### config.mk
export PLATFORM = sky130hd
export DESIGN_NAME = d_sram_like_bridge
export DESIGN_NICKNAME = d
export VERILOG_FILES = /design/src/rtl/d_sram_like_bridge.sv
export SDC_FILE = /design/constraint.sdc
export NUM_CORES = 1
export LEC_CHECK = 0
export CAP_MARGIN = 0
export CORE_MARGIN = 2
export CORE_UTILIZATION = 28
export CTS_BUF_LIST = sky130_fd_sc_hd__clkbuf_4
export DETAILED_ROUTE_END_ITERATION = 8
export PLACE_DENSITY = 0.88
export SLEW_MARGIN = 30
export SYNTH_ARGS = -nofsm -noshare
export SYNTH_HDL_FRONTEND = slang
export SYNTH_SLANG_ARGS = --single-unit
### constraint.sdc
create_clock -name clk -period 1.27 [get_ports clk]
set_input_delay 0.127 -clock clk [delete_from_list [all_inputs] [get_ports clk]]
set_output_delay 0.127 -clock clk [all_outputs]
set_load 0.005 [all_outputs]
### src/rtl/d_sram_like_bridge.sv
// Data-side bridge: MEM-stage SRAM-style port to the sram-like bus (req/addr_ok/data_ok).
// Issues one transaction per enabled access, raises d_stall, and holds read data until the pipeline releases.
module d_sram_like_bridge #(
    parameter int unsigned ADDR_W = 32,
    parameter int unsigned DATA_W = 32
) (
    input  logic              clk,
    input  logic              rst,
    input  logic              data_sram_en,
    input  logic [3:0]        data_sram_wen,
    input  logic [ADDR_W-1:0] data_sram_addr,
    input  logic [DATA_W-1:0] data_sram_wdata,
    output logic [DATA_W-1:0] data_sram_rdata,
    input  logic              flush,
    input  logic              longest_stall,
    output logic              d_stall,
    output logic              data_req,
    output logic              data_wr,
    output logic [1:0]        data_size,
    output logic [ADDR_W-1:0] data_addr,
    output logic [DATA_W-1:0] data_wdata,
    input  logic              data_addr_ok,
    input  logic              data_data_ok,
    input  logic [DATA_W-1:0] data_rdata
);

    typedef enum logic [1:0] {
        IDLE      = 2'd0,
        WAIT_DATA = 2'd1,
        DONE      = 2'd2
    } state_e;

    state_e            state_q, state_d;
    logic [DATA_W-1:0] rdata_q, rdata_d;
    logic              wen_legal_c;

    // State and read-data buffer registers
    always_ff @(posedge clk) begin
        if (rst) begin
            state_q <= IDLE;
            rdata_q <= '0;
        end else begin
            state_q <= state_d;
            rdata_q <= rdata_d;
        end
    end

    // Next-state and handshake outputs
    always_comb begin
        state_d  = state_q;
        rdata_d  = rdata_q;
        data_req = 1'b0;
        d_stall  = 1'b0;
        case (state_q)
            IDLE: begin
                data_req = data_sram_en & ~flush;
                d_stall  = data_sram_en & ~flush;
                if (data_req && data_addr_ok) begin
                    state_d = WAIT_DATA;
                end
            end
            WAIT_DATA: begin
                d_stall = 1'b1;
                if (data_data_ok) begin
                    if (data_sram_wen == 4'b0000) begin
                        rdata_d = data_rdata;
                    end
                    state_d = DONE;
                end
            end
            DONE: begin
                // Hold here while any other stall source freezes the pipeline, so the access is not re-issued
                if (!longest_stall) begin
                    state_d = IDLE;
                end
            end
            default: begin
                state_d = IDLE;
            end
        endcase
    end

    // Transfer size from byte enables; unlisted patterns fall back to word and are flagged
    always_comb begin
        data_size   = 2'd2;
        wen_legal_c = 1'b1;
        case (data_sram_wen)
            4'b0001, 4'b0010, 4'b0100, 4'b1000: data_size = 2'd0;
            4'b0011, 4'b1100:                   data_size = 2'd1;
            4'b1111, 4'b0000:                   data_size = 2'd2;
            default: begin
                data_size   = 2'd2;
                wen_legal_c = 1'b0;
            end
        endcase
    end

    assign data_wr         = |data_sram_wen;
    assign data_addr       = data_sram_addr;
    assign data_wdata      = data_sram_wdata;
    assign data_sram_rdata = rdata_q;

`ifndef SYNTHESIS
    a_wen_legal: assert property (@(posedge clk) disable iff (rst) data_sram_en |-> wen_legal_c)
        else $error("d_sram_like_bridge: illegal byte-enable pattern %b", data_sram_wen);
`endif

endmodule

==> out/metrics.yaml <==
synth_commonest_cells: "nand2b_1 (65), buf_4 (64), dfxtp_1 (34), mux2i_1 (32), clkbuf_1 (5)"
ys_seq_area_frac: 0.325
dr.first_iter.drc_count: 35
pin_count: 208
synthTopCellsByArea: "dfxtp_1 (32%), buf_4 (23%), nand2b_1 (19%), mux2i_1 (15%), buf_8 (2.2%)"
p_int_mw: 1.49
fin_ws_ns: -0.127
hold_class: "in2out"
path_common_cell: "buf_12"
leakagePower_nw: 1.25
drc: 0
drive_above_1_share: 0.262
fillers: 734
switching_share: 0.230
crit_type: "in2reg"
synth.most_common_cell: "nand2b_1"
grt_pass1_vias: 1519
die_w_um: 90.5
relSlewSlack: 0.831
syn_area_um2: 2090
syn_inst: 221
p_seq_frac: 0.552
synth_top_area_cell: "dfxtp_1"
arrival_ns: 1.65
ys_ff_latch: 34
p_clk_frac: 0.305
htreeDepth: 2
num_antenna_cells: 0
rrSetupSlack_ns: -0.09
start_kind: "input pin"
grt.overflow.total: 0
initial_utilization: 0.289
dr.pass1.iters: 4
syn_to_final_growth_pct: 34.8
routed_via_density: 4.13
via_count: 1465
ant_nets: 0
setup_tns_ns: -1.73
cts_root_buf: "clkbuf_4"
cts_max_path_buffers: 2
gp_congestion: 0.655
core_area_um2: 7250
cts_hold_buf: 0
max_freq_mhz: 716
finalHoldViolations: 0
power_frac_comb: 0.143
fin_nets: 362
period_needed_ns: 1.40
crit_chain: "dlygate4sd2_1 > or4_4 > buf_6 > nor2_8 > buf_12 > buf_12 > buf_16 > mux2i_1"
hpwl_um: 3070
dieArea_um2: 8190
synthesis.nets: 328
crit_family: "buffers and inverters"
ys_types: 19
p_per_area_nw_per_um2: 687
antenna_found_initial: 0
required_ns: 1.52
synth_top_area_share: 0.325
worst_path_largest_cell_delay_ns: 0.48
cap_viol_max_count: 0
tightest_slew_ns: 0.253
cts_buffers: 5
totalWireLength_um: 4500
die_y_um: 90.5
path_clk_slew_ns: 0.10
placement_rows: 31
p_sw_mw: 0.446
total_power_mw: 1.94
ir_drop_v: 0.000305
cp-end-kind: "register"
slowest_stage: "or4_4"
grt_first_pass_wirelength_um: 7250
crit_fanout: 5
fin_worst_skew_ns: 0.00884
clk_latency_ns: 0.32
synthFlopType: "dfxtp_1"
grtUsageTotal: 0.111
clkSinkCount: 34
status: "finished, violations left"
yosysWarnings: 0
crit_buf_inv: 5
grt_start_max_net_pins: 48
final-max-slew-violation-count: 0
portBuffers: 79
route.detailed.wl_per_inst_um: 12.7
setup_viol: 30
ys_async_sr_fraction: 0
violations: "negative setup slack"
synth_edf_count: 0
finalCritPeriodShare: 1.10
rsz0062_at_grt: "yes"
cts_tree: "built"
synth_area_per_cell_um2: 9.48
-- registers in the layout (all words and copies together) (netlist names) --
name,cells
data_sram_rdata,32
state_q,2
-- cells in the final DEF (no fill, tap or decap), types with 2 or more instances in the layout --
| master | synthesis | final |
|---|---|---|
| buf_4 | 64 | 10 |
| nor2_1 | 4 | 2 |
| buf_16 | 0 | 3 |
| buf_2 | 0 | 2 |
| mux2i_1 | 32 | 31 |
| dfxtp_1 | 34 | 6 |
| nand2b_1 | 65 | 65 |
| clkbuf_4 | 0 | 6 |
| dlymetal6s2s_1 | 1 | 5 |
| nand3b_1 | 3 | 3 |
| clkdlybuf4s15_1 | 0 | 3 |
| buf_12 | 0 | 5 |
| clkdlybuf4s50_1 | 0 | 38 |
| dfxtp_2 | 0 | 27 |
| dlygate4sd2_1 | 0 | 31 |
| buf_6 | 1 | 3 |
-- power groups by stage --
stage / clock (mW) / combinational, mW / sequential (mW)
after global placement: 0 / 0.274 / 1.10
after floorplan: 0 / 0.262 / 1.10
after CTS: 0.635 / 0.275 / 1.07
after detailed placement: 0 / 0.280 / 1.10
final: 0.592 / 0.277 / 1.07
after global routing: 0.688 / 0.301 / 1.07
-- layer usage --
metal | global-route usage | vias up | routed length, um
li1 | - | 703 | -
met1 | 0.114 | 669 | 1740
met2 | 0.192 | 63 | 2250
met3 | 0.0467 | 30 | 370
met4 | 0.0603 | 0 | 142
met5 | 0 | - | 0
-- final timing paths --
path	to	cells after the start	start
min	data_addr[18]	0	data_sram_addr[18]
max reg2reg	data_sram_rdata[9]	6	state_q[1]
min reg2reg	data_sram_rdata[19]	2	data_sram_rdata[19]
max	data_sram_rdata[9]	8	data_sram_wen[1]
-- metrics by stage --
stage	hold WS [ns]	util	instances	cell area, um2	setup slack, ns
finish	0.254	0.389	355	2820	-0.127
global placement	0.254	0.348	333	2530	-0.490
global route	0.254	0.389	355	2820	-0.192
CTS	0.254	0.387	355	2810	-0.111
floorplan	0.282	-	221	2090	0.0179
detailed placement	0.254	0.348	333	2530	-0.558
-- final cells by class --
| type | instances | area (um2) | area share |
|---|---|---|---|
| Sequential cell | 34 | 718 | 0.254 |
| Tap cell | 99 | 124 | 0.0439 |
| Multi-Input combinational cell | 113 | 867 | 0.307 |
| Clock buffer | 6 | 45.0 | 0.0160 |
| Timing Repair Buffer | 101 | 1060 | 0.376 |
| Clock inverter | 2 | 8.76 | 0.00310 |
-- logic make-up after synthesis --
logic type,count (synthesis),synth area share
muxes,32,0.153
buffers and inverters,74,0.271
xor gates and xnor gates,1,0.00418
DFF,34,0.325
AOI/OAI and AO/OA,3,0.0102
and+or+nand+nor,77,0.237
-- timing repair --
| action | in CTS | in global routing |
|---|---|---|
| gates resized for setup | 75 | 22 |
| setup buffers | 10 | 2 |
| pin swaps | 2 | 2 |
| setup endpoints to repair | 69 | 40 |
| gates cloned | 4 | 0 |
Power figures use the tool's default switching activity.
